$ cat config.mk
export PLATFORM = sky130hd
export DESIGN_NAME = ps2_rx
export DESIGN_NICKNAME = d
export VERILOG_FILES = /design/src/rtl/ps2_pkg.sv /design/src/rtl/ps2_clk_filter.sv /design/src/rtl/ps2_rx.sv
export SDC_FILE = /design/constraint.sdc
export NUM_CORES = 1
export LEC_CHECK = 0
export BUFFER_PORTS_ARGS = -buffer_cell sky130_fd_sc_hd__clkbuf_2
export CAP_MARGIN = 20
export CORE_UTILIZATION = 45
export DETAILED_ROUTE_END_ITERATION = 10
export PLACE_DENSITY = 0.63
export SLEW_MARGIN = 20
export SYNTH_ARGS = -nofsm -noshare
export SYNTH_HDL_FRONTEND = slang
export SYNTH_SLANG_ARGS = --single-unit
$ cat constraint.sdc
create_clock -name clk_i -period 6.2 [get_ports clk_i]
set_clock_uncertainty 0.15 [all_clocks]
set_input_delay 0.62 -clock clk_i [delete_from_list [all_inputs] [get_ports clk_i]]
set_output_delay 0.62 -clock clk_i [all_outputs]
set_load 0.005 [all_outputs]
$ cat src/rtl/ps2_pkg.sv
// ps2_pkg: shared types, constants and helpers for the PS/2 receiver.
//   ps2_state_t     : receiver FSM state (IDLE, RECV)
//   PS2_FRAME_BITS  : bits per device-to-host frame (start, 8 data, parity, stop)
//   ps2_odd_parity  : parity bit value that makes data + parity odd
package ps2_pkg;

  typedef enum logic {
    IDLE = 1'b0,
    RECV = 1'b1
  } ps2_state_t;

  localparam int PS2_FRAME_BITS = 11;

  function automatic logic ps2_odd_parity(input logic [7:0] data);
    return ~(^data);
  endfunction

endpackage

$ cat src/rtl/ps2_clk_filter.sv
// ps2_clk_filter: synchronises and deglitches the PS/2 clock and produces a
// one-cycle pulse after each accepted high-to-low transition.
// Ports:
//   clk_i   in  system clock
//   rst_i   in  asynchronous active-low reset
//   kclk_i  in  raw PS/2 clock (asynchronous, idle high)
//   fall_o  out one-cycle pulse in the cycle after the filtered clock drops
module ps2_clk_filter #(
  parameter int FILTER_LEN = 8
) (
  input  logic clk_i,
  input  logic rst_i,
  input  logic kclk_i,
  output logic fall_o
);

  logic       r_sync1;
  logic       r_sync2;
  logic       r_fclk;
  logic       r_fclk_d;
  logic [7:0] r_cnt;

  // The filtered level follows the synchronised input only after it has
  // disagreed for FILTER_LEN consecutive cycles; any agreeing cycle restarts
  // the count, so shorter glitches never reach fclk.
  always_ff @(posedge clk_i or negedge rst_i) begin
    if (!rst_i) begin
      r_sync1  <= 1'b1;
      r_sync2  <= 1'b1;
      r_fclk   <= 1'b1;
      r_fclk_d <= 1'b1;
      r_cnt    <= 8'd0;
    end else begin
      r_sync1  <= kclk_i;
      r_sync2  <= r_sync1;
      r_fclk_d <= r_fclk;
      if (r_sync2 == r_fclk) begin
        r_cnt <= 8'd0;
      end else if (r_cnt == 8'(FILTER_LEN - 1)) begin
        r_fclk <= r_sync2;
        r_cnt  <= 8'd0;
      end else begin
        r_cnt <= r_cnt + 8'd1;
      end
    end
  end

  assign fall_o = r_fclk_d & ~r_fclk;

endmodule

$ cat src/rtl/ps2_rx.sv
// ps2_rx: PS/2 device-to-host receiver with a one-entry holding register.
// Frames are start 0, 8 data bits LSB first, odd parity, stop 1, sampled on
// falling edges of the filtered keyboard clock.
// Ports:
//   clk_i         in  system clock
//   rst_i         in  asynchronous active-low reset
//   kclk_i        in  PS/2 clock (asynchronous, idle high)
//   kdata_i       in  PS/2 data (asynchronous, idle high)
//   scan_code_o   out last accepted scan code
//   valid_o       out scan_code_o holds an unread code
//   ack_i         in  consumer has read the code
//   overflow_o    out sticky: an unread code was overwritten
//   parity_err_o  out one-cycle pulse when a frame is rejected
//   busy_o        out a frame is in progress (FSM in RECV)
// Handshake: valid_o rises when a code is loaded; the consumer raises ack_i
// for one cycle while valid_o is high; valid_o drops the following cycle
// unless a new code is accepted in that same cycle. ack_i with valid_o low
// is ignored.
module ps2_rx
  import ps2_pkg::*;
#(
  parameter int CLK_FREQ_HZ = 100_000_000,
  parameter int FILTER_LEN  = 8,
  parameter int TIMEOUT_US  = 200
) (
  input  logic       clk_i,
  input  logic       rst_i,
  input  logic       kclk_i,
  input  logic       kdata_i,
  output logic [7:0] scan_code_o,
  output logic       valid_o,
  input  logic       ack_i,
  output logic       overflow_o,
  output logic       parity_err_o,
  output logic       busy_o
);

  localparam int TMO_CYCLES = CLK_FREQ_HZ / 1_000_000 * TIMEOUT_US;
  localparam int TMO_W      = (TMO_CYCLES > 1) ? $clog2(TMO_CYCLES) : 1;
  localparam logic [TMO_W-1:0] TMO_MAX   = TMO_W'(TMO_CYCLES - 1);
  localparam logic [3:0]       LAST_BIT  = 4'(PS2_FRAME_BITS - 1);

  logic             w_fall;
  logic             r_kd1;
  logic             r_kd2;
  ps2_state_t       r_state;
  logic [3:0]       r_bitcnt;
  logic [9:0]       r_shreg;
  logic [TMO_W-1:0] r_tmo;
  logic [7:0]       r_code;
  logic             r_valid;
  logic             r_ovf;
  logic             r_perr;

  logic [9:0]       w_frame;
  logic             w_last;
  logic             w_frame_ok;
  logic             w_accept;
  logic             w_reject;
  logic             w_ack;

  ps2_clk_filter #(
    .FILTER_LEN (FILTER_LEN)
  ) u_clk_filter (
    .clk_i  (clk_i),
    .rst_i  (rst_i),
    .kclk_i (kclk_i),
    .fall_o (w_fall)
  );

  // Data needs only synchronising: it is sampled long after it settles,
  // because the clock path adds the filter delay.
  always_ff @(posedge clk_i or negedge rst_i) begin
    if (!rst_i) begin
      r_kd1 <= 1'b1;
      r_kd2 <= 1'b1;
    end else begin
      r_kd1 <= kdata_i;
      r_kd2 <= r_kd1;
    end
  end

  // Complete frame as it stands on the stop-bit edge:
  // [7:0] data, [8] parity, [9] stop.
  assign w_frame    = {r_kd2, r_shreg[9:1]};
  assign w_last     = (r_state == RECV) && w_fall && (r_bitcnt == LAST_BIT);
  assign w_frame_ok = (w_frame[8] == ps2_odd_parity(w_frame[7:0])) && w_frame[9];
  assign w_accept   = w_last && w_frame_ok;
  assign w_reject   = w_last && !w_frame_ok;
  assign w_ack      = ack_i && r_valid;

  // Receive FSM with bit counter, shift register and timeout counter.
  always_ff @(posedge clk_i or negedge rst_i) begin
    if (!rst_i) begin
      r_state  <= IDLE;
      r_bitcnt <= 4'd0;
      r_shreg  <= 10'd0;
      r_tmo    <= '0;
    end else begin
      case (r_state)
        IDLE: begin
          r_tmo <= '0;
          if (w_fall && !r_kd2) begin
            r_state  <= RECV;
            r_bitcnt <= 4'd1;
          end
        end
        RECV: begin
          if (w_fall) begin
            r_tmo   <= '0;
            r_shreg <= {r_kd2, r_shreg[9:1]};
            if (r_bitcnt == LAST_BIT) begin
              r_state  <= IDLE;
              r_bitcnt <= 4'd0;
            end else begin
              r_bitcnt <= r_bitcnt + 4'd1;
            end
          end else if (r_tmo == TMO_MAX) begin
            // Stalled frame: drop it without flagging an error.
            r_state  <= IDLE;
            r_bitcnt <= 4'd0;
          end else begin
            r_tmo <= r_tmo + 1'b1;
          end
        end
        default: begin
          r_state  <= IDLE;
          r_bitcnt <= 4'd0;
        end
      endcase
    end
  end

  // Holding register. An accept in the same cycle as an ack replaces the
  // code the consumer just read, so it is not an overflow.
  always_ff @(posedge clk_i or negedge rst_i) begin
    if (!rst_i) begin
      r_code  <= 8'h00;
      r_valid <= 1'b0;
      r_ovf   <= 1'b0;
      r_perr  <= 1'b0;
    end else begin
      r_perr <= w_reject;
      if (w_accept) begin
        r_code  <= w_frame[7:0];
        r_valid <= 1'b1;
        if (r_valid && !ack_i) begin
          r_ovf <= 1'b1;
        end else if (w_ack) begin
          r_ovf <= 1'b0;
        end
      end else if (w_ack) begin
        r_valid <= 1'b0;
        r_ovf   <= 1'b0;
      end
    end
  end

  assign scan_code_o  = r_code;
  assign valid_o      = r_valid;
  assign overflow_o   = r_ovf;
  assign parity_err_o = r_perr;
  assign busy_o       = (r_state == RECV);

endmodule

# Word-level counts from Yosys, hierarchy flattened
# Cells that the tools add are included.
[op_classes]
bitwise = 5
n_reduce_logical = 16
n_eq_ne = 8
mux = 20
n_addsub = 3
[op_table]
columns = ["op", "n"]
rows = [
  ["$mux 15", 2],
  ["$pmux 15 s2", 1],
  ["$mux 4", 4],
  ["$mux 8", 2],
  ["$add 15x1->15 const B", 1],
  ["$eq 15x15->1 const B", 1],
  ["$mux 1", 9],
  ["$add 8x1->8 const B", 1],
  ["$eq 8x3->1 const B", 1],
  ["$logic_and 1x1->1", 8],
  ["$pmux 4 s2", 1],
  ["$reduce_xor 8->1", 1],
  ["$reduce_and 2->1", 3],
  ["$add 4x1->4 const B", 1],
  ["$eq 4x4->1 const B", 1],
  ["$not 1->1", 4],
  ["$logic_not 1->1", 3],
  ["$ne 3x2->1 const B", 1],
  ["$ne 3x3->1 const B", 1],
  ["$eq 1x1->1", 2],
  ["$ne 2x2->1 const B", 1],
  ["$pmux 1 s2", 1],
  ["$reduce_bool 2->1", 1],
  ["$and 1x1->1", 1],
]
[totals]
regBits = 55
in_bits = 5
elab_cells = 67
output_inout_bits = 12

# Depth between registers and ports, before layout
[depth]
ltp_word = 6
depth_mapped = 6
mapped_depth_nobuf = 6

# Modules after synthesis
# A second synthesis with hierarchy kept.
[hier_totals]
cells_unflattened = 236
hier_area_um2 = 2588.7
[by_module_without_submodules]
columns = ["mod", "cells_each", "seq_area_each_um2", "instances", "area_each_um2"]
rows = [
  ["ps2_rx", 191, 1053.5, 1, 2044.5],
  ["ps2_clk_filter", 45, 305.3, 1, 544.3],
]

# Worst setup path before layout
# No wires, ideal clock.
[synth_timing]
path_type = "register to register"
from = "register r_shreg[2]"
to = "register r_code[0] (netlist: scan_code_o[0])"
required_ps = 5925
stages_incl_launch_ff = 5
setup_time_ps = 125
path_buffers = 0
arrival_time_ps = 2043
synth_period_minus_slack_ps = 2318
slack_ps = 3882
cell_sequence = "dfrtp_1 > xor3_2 > or4_4 > mux2i_4 > mux2_4"
[synth_via]
elab_chain_len = 5
[synth_rtl]
columns = ["item", "line_no", "text"]
rows = [
  ["start: declaration", "ps2_rx.sv:48", "logic [9:0] r_shreg;"],
  ["start signal: assignment", "ps2_rx.sv:111", "r_shreg <= {r_kd2, r_shreg[9:1]};"],
  ["$reduce_xor 8->1", "ps2_pkg.sv:15", "return ~(^data);"],
  ["$not 1->1", "ps2_pkg.sv:15", ""],
  ["$eq 1x1->1", "ps2_rx.sv:87", "assign w_frame_ok = (w_frame[8] == ps2_odd_parity(w_frame[7:0])) && w_frame[9];"],
  ["$logic_and 1x1->1", "ps2_rx.sv:87", ""],
  ["$logic_and 1x1->1", "ps2_rx.sv:88", "assign w_accept = w_last && w_frame_ok;"],
  ["end signal: assignment", "ps2_rx.sv:145", "r_code <= w_frame[7:0];"],
  ["end: declaration", "ps2_rx.sv:50", "logic [7:0] r_code;"],
]
# Every way passes these cells.
# A chain may end at the register's enable or synchronous reset.

# Worst setup path in the final report
[layout_timing]
from = "register u_clk_filter.r_fclk_d"
to = "register r_code[4] (netlist: scan_code_o[4])"
[layout_via]
elab_chain_len = 4
[layout_rtl]
columns = ["item", "line_no", "text"]
rows = [
  ["start: declaration", "ps2_clk_filter.sv:20", "logic r_fclk_d;"],
  ["start signal: assignment", "ps2_clk_filter.sv:36", "r_fclk_d <= r_fclk;"],
  ["$and 1x1->1", "ps2_clk_filter.sv:48", "assign fall_o = r_fclk_d & ~r_fclk;"],
  ["$logic_and 1x1->1 (2 in a row)", "ps2_rx.sv:86", "assign w_last = (r_state == RECV) && w_fall && (r_bitcnt == LAST_BIT);"],
  ["$logic_and 1x1->1", "ps2_rx.sv:88", ""],
]
# Every way passes these cells.

==> impl_metrics.tcl <==
set metrics [dict create \
    ys_ff_latch 54 \
    worstSetupPathType "reg -> reg" \
    cp-start-kind "flop" \
    clockRootBuffer "clkbuf_8" \
    relSlewSlack_pct 54.6 \
    hold_class "reg -> reg" \
    fin_crit_ps 2550 \
    ys_warn_count 0 \
    cts_max_level 2 \
    antenna_found_initial 0 \
    port_buffers 16 \
    grt_max_degree 55 \
    powerDensity_nw_per_um2 301 \
    grt_remaining_overflow 0 \
    crit_fanout 14 \
    leakagePower_nw 1.28 \
    start_util_pct 47.6 \
    max_slew.worst_pin.slew_ps 678 \
    maxCapViolCount 0 \
    ys_seq_area_share_pct 54.5 \
    cts_inserted_buffers 5 \
    yosysTopAreaCell "dfrtp_1" \
    clock_latency_ps 300 \
    grt_pass1_vias 1524 \
    layout_setup_ws_ps 3650 \
    syn_to_final_growth_pct 11.0 \
    postCtsSetupBuffers 0 \
    place_congestion 0.802 \
    holdBufCountCts 0 \
    wl_per_cell_um 12.5 \
    synth_top_flop_cell "dfrtp_1" \
    drc_errors 0 \
    wl_um 3950 \
    die_h_um 76.4 \
    post-route-period-util_pct 41.2 \
    synthTopCellsByArea "dfrtp_1 48%, dfstp_2 6.3%, xnor2_1 6.3%, nand2_1 5.6%, mux2_4 4.8%" \
    track_usage_pct 15.6 \
    synth.distinct_cells 40 \
    async_flop_share_pct 100 \
    grt_pass1_wl_um 7360 \
    drt_iter0_markers 77 \
    core_area_sq_um 5240 \
    drv_slew 0 \
    ant_nets 0 \
    drive_gt1_share_pct 18.2 \
    peakVddDrop_v 0.000164 \
    clk_pin_slew_ps 100 \
    die_w_um 76.4 \
    critPathArrivalTime_ps 2600 \
    dp_slack_ps 3610 \
    antenna_cells 0 \
    finalHoldViolCount 0 \
    viasPerCell 5.09 \
    syn_area_sq_um 2490 \
    synthesis.nets 236 \
    required_ps 6250 \
    most-common-layout-cells "48 x dfrtp_1, 37 x nand2_1, 23 x nor2_1" \
    cts_tree "done" \
    fin_tns_setup_ps 0 \
    fmax_mhz 392 \
    clock_path_buffers 2 \
    first_pass_iters 4 \
    cts_sinks 54 \
    io_pins 17 \
    status "finished, final reports clean" \
    cp-end-kind "flop" \
    synthCells 226 \
    die_area_sq_um 5840 \
    num_rows 26 \
    cts-resized-gates 0 \
    finish.utilization_pct 52.8 \
    grt_setup_unrepaired "false" \
    power_mw 0.832 \
    num_vias 1615 \
    synth_top_area_share_pct 48.2 \
    layout_commonest_cell "dfrtp_1" \
    syn_avg_cell_area_sq_um 11.0 \
    fin_nets 256 \
    setup_viol 0 \
    synth-edff-count 0 \
    hpwl_um 2750 \
]
-- per-stage QoR --
step,cell area [sq um],std cells,hold WS (ps)
after floorplan,2490,226,174
after global placement,2650,309,195
after detailed placement,2650,309,197
after CTS,2770,317,212
after global routing,2770,317,215
final,2770,317,210
-- sequential cells by signal (all words and copies together) (netlist names), named ones only --
name	count
r_bitcnt	4
u_clk_filter.r_cnt	8
r_kd1	1
r_shreg	9
u_clk_filter.r_sync2	1
valid_o	1
u_clk_filter.r_fclk	1
r_kd2	1
u_clk_filter.r_fclk_d	1
r_tmo	15
scan_code_o	8
busy_o	1
parity_err_o	1
u_clk_filter.r_sync1	1
-- cell families after synthesis --
logic type	count (synthesis)	synth area share (%)
mux	12	6.97
fa+ha+maj	5	2.51
flops	54	54.5
xor+xnor	25	9.98
simple gates	98	18.9
compound gates	21	5.47
buf+inv	11	1.66
-- synth_stat cells, types with 2 or more instances --
master and instances:
nor3_1 6, a211oi_1 2, xor2_1 5, nand2_1 37, nand3_1 7, and3_1 2, mux2_4 8, o2bb2ai_1 2
or4_1 2, inv_1 7, clkbuf_1 4, dfrtp_1 48, nor2_1 23, o21ai_0 5, nor4_1 3, xnor2_1 18
a21oi_1 6, mux2i_1 2, dfstp_2 6, nand3b_1 2, and4_1 3, nand4_1 6, ha_1 5
-- worst paths after layout --
path	from	to	slack [ps]	depth (start not counted)
worst min-delay path	u_clk_filter.r_sync1	u_clk_filter.r_sync2	210	0
worst max-delay path	u_clk_filter.r_fclk_d	scan_code_o[4]	3650	4
min in group asynchronous	rst_i	scan_code_o[6]	260	2
worst min register to register	u_clk_filter.r_sync1	u_clk_filter.r_sync2	210	0
max in group asynchronous	rst_i	u_clk_filter.r_cnt[4]	5180	2
worst max register to register	u_clk_filter.r_fclk_d	scan_code_o[4]	3650	4
-- cell type report --
type | instances | area [sq um]
fill | 465 | 2470
sequential | 54 | 1360
multi-input combinational | 161 | 1090
timing repair buffer | 17 | 87.6
tap | 70 | 87.6
clock buffer | 5 | 68.8
clock inverter | 3 | 45.0
inverter | 7 | 26.3
-- power breakdown --
part           leakage (nW)  internal (mW)  switching [mW]
logic                 0.507         0.0674          0.0986
clock network        0.0504          0.120           0.115
registers             0.720          0.393          0.0384
total                  1.28          0.580           0.252
-- critical path: stages (launching register included) --
cell,delay (ps)
dfstp_2,540
nand3b_1,340
or4b_1,640
mux2i_4,450
mux2_4,340
-- metal layers --
layer	track usage [%]	part of all wire (%)
met4	4.62	0.68
met1	23.0	54
met3	3.23	3.0
met5	0	0
met2	23.2	42
Note: power is estimated with default switching activity, not from simulation.
